**config.mk**
```make
export PLATFORM = sky130hd
export DESIGN_NAME = mc_control
export DESIGN_NICKNAME = d
export VERILOG_FILES = /design/src/rtl/mc_control.sv
export SDC_FILE = /design/constraint.sdc
export NUM_CORES = 1
export LEC_CHECK = 0
export BUFFER_PORTS_ARGS = -buffer_cell sky130_fd_sc_hd__buf_4
export CORE_AREA = 2 2 53 55
export CTS_CLUSTER_SIZE = 16
export DETAILED_ROUTE_END_ITERATION = 6
export DIE_AREA = 0 0 55 57
export PLACE_DENSITY = 0.87
export SLEW_MARGIN = 15
export SYNTH_ARGS = -nofsm -noshare
export SYNTH_HDL_FRONTEND = slang
export SYNTH_SLANG_ARGS = --single-unit
```
**constraint.sdc**
```tcl
create_clock -name clk -period 2.85 [get_ports clk]
set_input_delay 0.285 -clock clk [delete_from_list [all_inputs] [get_ports clk]]
set_output_delay 0.285 -clock clk [all_outputs]
set_load 0.02 [all_outputs]
```
**src/rtl/mc_control.sv**
```systemverilog
// rtl/mc_control.sv - multicycle main control FSM for the MIPS-subset datapath
module mc_control (
  input  logic       clk,
  input  logic       rst_n,
  input  logic [5:0] op,
  input  logic [5:0] funct,
  input  logic       zero,
  output logic       ir_write,
  output logic       pc_write,
  output logic       mem_read,
  output logic       mem_write,
  output logic       reg_write,
  output logic       iord,
  output logic       mem_to_reg,
  output logic       reg_dst,
  output logic       alu_src_a,
  output logic [1:0] alu_src_b,
  output logic       ext_op,
  output logic [1:0] pc_src,
  output logic [3:0] ALUctr,
  output logic       instr_done,
  output logic       illegal,
  output logic [3:0] state
);

  typedef enum logic [3:0] {
    S_FETCH    = 4'd0,
    S_DECODE   = 4'd1,
    S_MEM_ADDR = 4'd2,
    S_MEM_RD   = 4'd3,
    S_MEM_WB   = 4'd4,
    S_MEM_WR   = 4'd5,
    S_EXEC_R   = 4'd6,
    S_WB_R     = 4'd7,
    S_EXEC_I   = 4'd8,
    S_WB_I     = 4'd9,
    S_BRANCH   = 4'd10,
    S_JUMP     = 4'd11
  } state_t;

  localparam logic [5:0] OP_RTYPE = 6'b000000;
  localparam logic [5:0] OP_LW    = 6'b100011;
  localparam logic [5:0] OP_SW    = 6'b101011;
  localparam logic [5:0] OP_ORI   = 6'b001101;
  localparam logic [5:0] OP_ADDIU = 6'b001001;
  localparam logic [5:0] OP_LUI   = 6'b001111;
  localparam logic [5:0] OP_BEQ   = 6'b000100;
  localparam logic [5:0] OP_J     = 6'b000010;

  // R-type funct to ALU operation; unlisted functs map to addu
  function automatic logic [3:0] r_aluctr(input logic [5:0] f);
    case (f)
      6'b100001: r_aluctr = 4'b0000;
      6'b100000: r_aluctr = 4'b0001;
      6'b100100: r_aluctr = 4'b0010;
      6'b100101: r_aluctr = 4'b0011;
      6'b100011: r_aluctr = 4'b0100;
      6'b100010: r_aluctr = 4'b0101;
      6'b101011: r_aluctr = 4'b0110;
      6'b101010: r_aluctr = 4'b0111;
      default:   r_aluctr = 4'b0000;
    endcase
  endfunction

  function automatic logic r_legal(input logic [5:0] f);
    case (f)
      6'b100001, 6'b100000, 6'b100100, 6'b100101,
      6'b100011, 6'b100010, 6'b101011, 6'b101010: r_legal = 1'b1;
      default:                                    r_legal = 1'b0;
    endcase
  endfunction

  state_t cur, nxt, tgt;
  logic   dec_illegal;
  logic   valid;

  // Registered Moore outputs belonging to the current state
  logic       ir_write_q, pc_write_q, mem_read_q, mem_write_q, reg_write_q;
  logic       iord_q, mem_to_reg_q, reg_dst_q, alu_src_a_q, ext_op_q;
  logic       done_q, branch_q;
  logic [1:0] alu_src_b_q, pc_src_q;
  logic [3:0] aluctr_q;

  // Output set for the state being entered at the next edge
  logic       ir_write_d, pc_write_d, mem_read_d, mem_write_d, reg_write_d;
  logic       iord_d, mem_to_reg_d, reg_dst_d, alu_src_a_d, ext_op_d;
  logic       done_d, branch_d;
  logic [1:0] alu_src_b_d, pc_src_d;
  logic [3:0] aluctr_d;

  // Opcode check in DECODE; op is valid only once IR has been loaded
  always_comb begin
    dec_illegal = 1'b0;
    if (cur == S_DECODE) begin
      case (op)
        OP_RTYPE: dec_illegal = !r_legal(funct);
        OP_LW, OP_SW, OP_ORI, OP_ADDIU, OP_LUI, OP_BEQ, OP_J: dec_illegal = 1'b0;
        default:  dec_illegal = 1'b1;
      endcase
    end
  end

  // Next-state logic; reset always targets FETCH
  always_comb begin
    nxt = S_FETCH;
    case (cur)
      S_FETCH:  nxt = S_DECODE;
      S_DECODE: begin
        case (op)
          OP_RTYPE:                nxt = r_legal(funct) ? S_EXEC_R : S_FETCH;
          OP_LW, OP_SW:            nxt = S_MEM_ADDR;
          OP_ORI, OP_ADDIU, OP_LUI: nxt = S_EXEC_I;
          OP_BEQ:                  nxt = S_BRANCH;
          OP_J:                    nxt = S_JUMP;
          default:                 nxt = S_FETCH;
        endcase
      end
      S_MEM_ADDR: nxt = (op == OP_SW) ? S_MEM_WR : S_MEM_RD;
      S_MEM_RD:   nxt = S_MEM_WB;
      S_EXEC_R:   nxt = S_WB_R;
      S_EXEC_I:   nxt = S_WB_I;
      default:    nxt = S_FETCH;
    endcase
    tgt = rst_n ? nxt : S_FETCH;
  end

  // Control word for the target state, so outputs come straight from flops
  always_comb begin
    ir_write_d   = 1'b0;
    pc_write_d   = 1'b0;
    mem_read_d   = 1'b0;
    mem_write_d  = 1'b0;
    reg_write_d  = 1'b0;
    iord_d       = 1'b0;
    mem_to_reg_d = 1'b0;
    reg_dst_d    = 1'b0;
    alu_src_a_d  = 1'b0;
    ext_op_d     = 1'b0;
    done_d       = 1'b0;
    branch_d     = 1'b0;
    alu_src_b_d  = 2'b00;
    pc_src_d     = 2'b00;
    aluctr_d     = 4'b0000;
    case (tgt)
      S_FETCH: begin
        mem_read_d  = 1'b1;
        ir_write_d  = 1'b1;
        alu_src_b_d = 2'b01;
        pc_write_d  = 1'b1;
      end
      S_DECODE: begin
        alu_src_b_d = 2'b11;
        ext_op_d    = 1'b1;
      end
      S_MEM_ADDR: begin
        alu_src_a_d = 1'b1;
        alu_src_b_d = 2'b10;
        ext_op_d    = 1'b1;
      end
      S_MEM_RD: begin
        mem_read_d = 1'b1;
        iord_d     = 1'b1;
      end
      S_MEM_WB: begin
        reg_write_d  = 1'b1;
        mem_to_reg_d = 1'b1;
        done_d       = 1'b1;
      end
      S_MEM_WR: begin
        mem_write_d = 1'b1;
        iord_d      = 1'b1;
        done_d      = 1'b1;
      end
      S_EXEC_R: begin
        alu_src_a_d = 1'b1;
        aluctr_d    = r_aluctr(funct);
      end
      S_WB_R: begin
        reg_write_d = 1'b1;
        reg_dst_d   = 1'b1;
        done_d      = 1'b1;
      end
      S_EXEC_I: begin
        alu_src_a_d = 1'b1;
        alu_src_b_d = 2'b10;
        case (op)
          OP_ORI:   aluctr_d = 4'b0011;
          OP_LUI:   aluctr_d = 4'b1000;
          default: begin
            aluctr_d = 4'b0000;
            ext_op_d = 1'b1;
          end
        endcase
      end
      S_WB_I: begin
        reg_write_d = 1'b1;
        done_d      = 1'b1;
      end
      S_BRANCH: begin
        alu_src_a_d = 1'b1;
        aluctr_d    = 4'b0100;
        pc_src_d    = 2'b01;
        done_d      = 1'b1;
        branch_d    = 1'b1;
      end
      S_JUMP: begin
        pc_write_d = 1'b1;
        pc_src_d   = 2'b10;
        done_d     = 1'b1;
      end
      default: ;
    endcase
  end

  // State register and registered control word
  always_ff @(posedge clk) begin
    if (!rst_n) cur <= S_FETCH;
    else        cur <= nxt;
    ir_write_q   <= ir_write_d;
    pc_write_q   <= pc_write_d;
    mem_read_q   <= mem_read_d;
    mem_write_q  <= mem_write_d;
    reg_write_q  <= reg_write_d;
    iord_q       <= iord_d;
    mem_to_reg_q <= mem_to_reg_d;
    reg_dst_q    <= reg_dst_d;
    alu_src_a_q  <= alu_src_a_d;
    ext_op_q     <= ext_op_d;
    done_q       <= done_d;
    branch_q     <= branch_d;
    alu_src_b_q  <= alu_src_b_d;
    pc_src_q     <= pc_src_d;
    aluctr_q     <= aluctr_d;
  end

  // Reset and unused state codes force every output inactive
  always_comb begin
    valid      = rst_n && (cur <= S_JUMP);
    ir_write   = valid & ir_write_q;
    pc_write   = valid & (pc_write_q | (branch_q & zero));
    mem_read   = valid & mem_read_q;
    mem_write  = valid & mem_write_q;
    reg_write  = valid & reg_write_q;
    iord       = valid & iord_q;
    mem_to_reg = valid & mem_to_reg_q;
    reg_dst    = valid & reg_dst_q;
    alu_src_a  = valid & alu_src_a_q;
    alu_src_b  = valid ? alu_src_b_q : 2'b00;
    ext_op     = valid & ext_op_q;
    pc_src     = valid ? pc_src_q : 2'b00;
    ALUctr     = valid ? aluctr_q : 4'b0000;
    instr_done = valid & (done_q | dec_illegal);
    illegal    = valid & dec_illegal;
    state      = rst_n ? cur : 4'd0;
  end

endmodule

```
* Word-level counts from Yosys, hierarchy flattened
Cells that the tools add are included.
Storage, ports and cells: flip-flop bits (word level) 24, input port bits 15, output and inout bits 24, word-level logic and storage cells 113
Operators by class: order comparisons 1, eq/ne operators 31, multiplexer cells 32, bitwise gates (word level) 15, reductions and logical operators 18
Operators with widths (number):
- $eq 6x6->1 const B | 10
- $pmux 4 s6 | 1
- $pmux 3 s7 | 1
- $eq 4x3->1 const B | 5
- $eq 4x4->1 const B | 5
- $pmux 4 s5 | 1
- $eq 6x4->1 const B | 3
- $eq 4x2->1 const B | 4
- $mux 1 | 16
- $reduce_or 2->1 | 7
- $and 1x1->1 | 13
- $mux 4 | 3
- $pmux 4 s3 | 1
- $eq 4x1->1 const B | 2
- $logic_not 4->1 | 2
- $pmux 4 s2 | 1
- $reduce_or 8->1 | 1
- $reduce_or 7->1 | 1
- $eq 6x2->1 const B | 1
- $eq 6x3->1 const B | 1
- $logic_not 6->1 | 1
- $mux 3 | 2
- $pmux 2 s3 | 1
- $reduce_or 3->1 | 2
- 9 further kinds | 12

* Longest topological paths before layout
word-level depth 12, depth in mapped cells 8, mapped depth without buffers 7

* Worst setup path after synthesis
No wires, ideal clock.
path type reg2reg, start register cur[0], end register aluctr_q[2], library setup time 0.070 ns, arrival time 2.054 ns, required time 2.780 ns, path slack 0.726 ns, cell stages (with the launch flop) 8, buffers on the path 1, clock period less this slack 2.124 ns, path through dfxtp_1 > buf_4 > or4b_4 > nor4_2 > a31oi_1 > a21o_1 > or4b_1 > a21boi_1
On the way: longest elaborated chain between the ends 5, elaborated cells on any way between the ends 12, those cells by class eq/ne: 8; mux: 3; reduce/logical: 1
Ends and longest elaborated chain:
- from (decl) | line 73 | state_t cur, nxt, tgt;
- from (signal assigned) | line 218 | else cur <= nxt;
- $eq 4x4->1, or another cell as far along | line 106 | case (cur)
- $pmux 4 s6 * | line 106
- $mux 4 *
- $eq 4x4->1 / $eq 4x3->1 (equally long branches) | line 144 | case (tgt)
- $pmux 4 s3 * | line 144
- net aluctr_d[2] | line 89 | logic [3:0] aluctr_d;
- to (signal assigned) | line 233 | aluctr_q <= aluctr_d;
- to (decl) | line 82 | logic [3:0] aluctr_q;
The timed path passes the listed nets; every way through them passes the cells marked *.

* Worst setup path in the final report
start register cur[1], end register aluctr_q[2]
The elaborated chain is that of the path after synthesis.

==> metrics <==
Post-CTS Setup Bufs 0; die area 3135 µm²; Clk Latency, worst-skew pair 0.30 ns; first-pass GRT wire length 4174 µm; Syn Inst Count 146; Placement Cell Area 1508 µm²; #FFs+latches synth 23; Register Area 460.4 µm²; Chip Height 57 µm; Seq/Total Area, Yosys 37.94%; total gr overflow 0; Tot GR Track Use 17.65%; met3 wire length 151 µm; final worst path period need 2.274 ns; Max-cap violations 0; synth warn 0; clk_skew 0.003603 ns; Post-Syn Area 1214 µm²; CTS resizes 0; total negative slack 0 ns; status complete, no violations; main flop type after synthesis dfxtp_1; Synth top area share 37.94%; clk buf depth 2; H-Tree Depth 1; ys async rst share 0%; CTS tree done; RSZ-0062 raised after global routing false; most area-consuming cells after synthesis dfxtp_1 38%, and2_1 11%, nor2_1 4.3%; row count 19; Avg Cell Area, Syn 8.313 µm²; die width 55 µm; Initial Util 46.41%; DR WL/cell 12.53 µm; Final nets 197; core area 2615 µm²; Min-Delay Path Class in -> reg; crit start category flop; Peak VDD IR 292.9 µV; met1 WL 1167 µm; EDFF count, synth 0; Syn Nets 161; I/O Pins 39; drt pass-1 iters 4; Leakage 0.0006614 µW; design area 1534 µm²; met2 WL 1300 µm; Highest Signal Layer met4; final WL 2656 µm; fillers 245; Worst Path Arrival 2.51 ns; Final GP Congestion 0.9348; Slew Limit Fails 0; area of the multi-input gates 700.7 µm²; Vias/cell 5.278; Syn-to-layout area delta 26.39%; final worst path period share 79.78%; critical path fanouts, max 7; clk root buf clkbuf_4; I/O Buffers 38; CTS Hold Bufs 0; Clock Pin Slew Worst Setup and Hold Paths 0.11 ns; Clock Sinks 23; final-report hold violation count 0; layout cells sized above 1 28.73%; DRC viols 0; Slew HR 40.22%; Slew @ Worst Pin 0.8947 ns; largest net degree at the start of global routing 20; cell with the most instances after synthesis dfxtp_1; diode count 0; Power Density 382.7 nW/µm²; vias post-DR 1119; Worst Setup End Kind flop; library cells used by synthesis 40; Post-Route Utilization 58.66%; antenna-violating nets left 0; top cells by count, synth 23 x dfxtp_1, 21 x and2_1, 14 x nor2_1, 7 x a21oi_1, 6 x nor2b_1; Detailed Place HPWL 2067 µm; CP required 3.09 ns; CTS buffer count 3; initial antenna violation count 0; Max Clk Rate 439.8 MHz; Yosys top cell by area dfxtp_1; initial DRC count 14; setup violators final 0; critical path type reg -> reg; vias in the first global route 966; Hold Slack 0.2615 ns
## layout by cell type, fill, tap and decap left out
| cell | Yosys | final |
|---|---|---|
| or3_2 | 1 | 1 |
| buf_4 | 1 | 39 |
| nor2_1 | 14 | 14 |
| nor2b_1 | 6 | 6 |
| a211o_1 | 1 | 1 |
| nand2b_1 | 4 | 4 |
| a21boi_1 | 2 | 2 |
| a21oi_1 | 7 | 7 |
| a31oi_1 | 5 | 5 |
| nand3_1 | 4 | 4 |
| o2bb2ai_1 | 1 | 1 |
| and2_1 | 21 | 21 |
| or2_2 | 2 | 2 |
| inv_1 | 4 | 4 |
| o2111a_1 | 1 | 1 |
| nand2_1 | 3 | 3 |
| a21o_1 | 2 | 2 |
| dfxtp_1 | 23 | 23 |
| and2_2 | 2 | 2 |
| nand4_1 | 1 | 1 |
| a211oi_1 | 2 | 2 |
| o31ai_1 | 3 | 3 |
| nor3b_1 | 4 | 4 |
| or4b_4 | 1 | 1 |
| o21bai_1 | 1 | 1 |
| mux2_2 | 1 | 1 |
| xor2_1 | 2 | 2 |
| o21ai_0 | 4 | 4 |
| o22ai_1 | 2 | 2 |
| o31a_2 | 1 | 1 |
| clkbuf_1 | 4 | 1 |
| and2_0 | 1 | 1 |
| clkbuf_4 | 0 | 3 |
| or4b_2 | 1 | 1 |
| nor3_1 | 4 | 4 |
| or4b_1 | 2 | 2 |
| and3_1 | 1 | 1 |
| nor4_2 | 1 | 1 |
| nand3b_1 | 2 | 2 |
| nor4_1 | 1 | 1 |
## cell families (layout without fill, tap and decap cells)
kind of cell / count (synthesis) / in the layout / synth area share (%)
AND/OR/NAND/NOR: 76 / 76 / 37.84
flip-flops: 23 / 23 / 37.94
multiplexers: 1 / 1 / 0.9278
XOR/XNOR: 2 / 2 / 1.444
buffers and inverters: 12 / 47 / 4.329
AO/OA/AOI/OAI: 32 / 32 / 17.52
## layer usage
metal | up-vias | track usage [%]
met5 | - | 0
met4 | 0 | 6.272
met3 | 4 | 2.356
met2 | 38 | 30.10
met1 | 500 | 22.19
li1 | 577 | -
## worst max-delay path, stage by stage, from the launching register on
cell	delay [ns]
dfxtp_1	0.40
or4b_4	0.52
nor4_2	0.22
a31oi_1	0.17
a21o_1	0.26
or4b_1	0.49
a21boi_1	0.14
## sequential cells by signal, summed over array words and instances (netlist names), 2 cells and up
| register | cells |
|---|---|
| alu_src_b_q | 2 |
| aluctr_q | 4 |
| cur | 4 |
| pc_src_q | 2 |
## report_power, final
part | total [µW] | internal, µW | switching [µW]
Sequential | 335 | 331 | 3.72
Combinational | 112 | 51.2 | 60.3
Clock | 140 | 54.5 | 85.9
## stage by stage
stage | std cells | power (µW) | setup slack, ns
6_report | 212 | 587.1 | 0.5763
5_1_grt | 212 | 614.8 | 0.4336
4_1_cts | 212 | 589.6 | 0.5687
3_5_place_dp | 208 | 453.1 | 0.5188
3_3_place_gp | 208 | 450.1 | 0.5795
2_1_floorplan | 146 | 408.7 | 0.7256
## cell type report
type | count | share of cell area, %
Clock buffer | 4 | 1.713
Sequential cell | 23 | 30.02
Tap cell | 31 | 2.529
Timing Repair Buffer | 39 | 19.09
Inverter | 4 | 0.9788
Multi-Input combinational cell | 111 | 45.68
## final timing paths
path             startpoint  slack [ns]  depth (start not counted)             endpoint
max          cur[1]$_DFF_P_        0.58                          6  aluctr_q[2]$_DFF_P_
min                   op[1]        0.26                          3  aluctr_q[3]$_DFF_P_
max reg2reg  cur[1]$_DFF_P_        0.58                          6  aluctr_q[2]$_DFF_P_
min reg2reg  cur[1]$_DFF_P_        0.78                          3  reg_write_q$_DFF_P_
No activity file was read; power rests on OpenSTA's default activity.
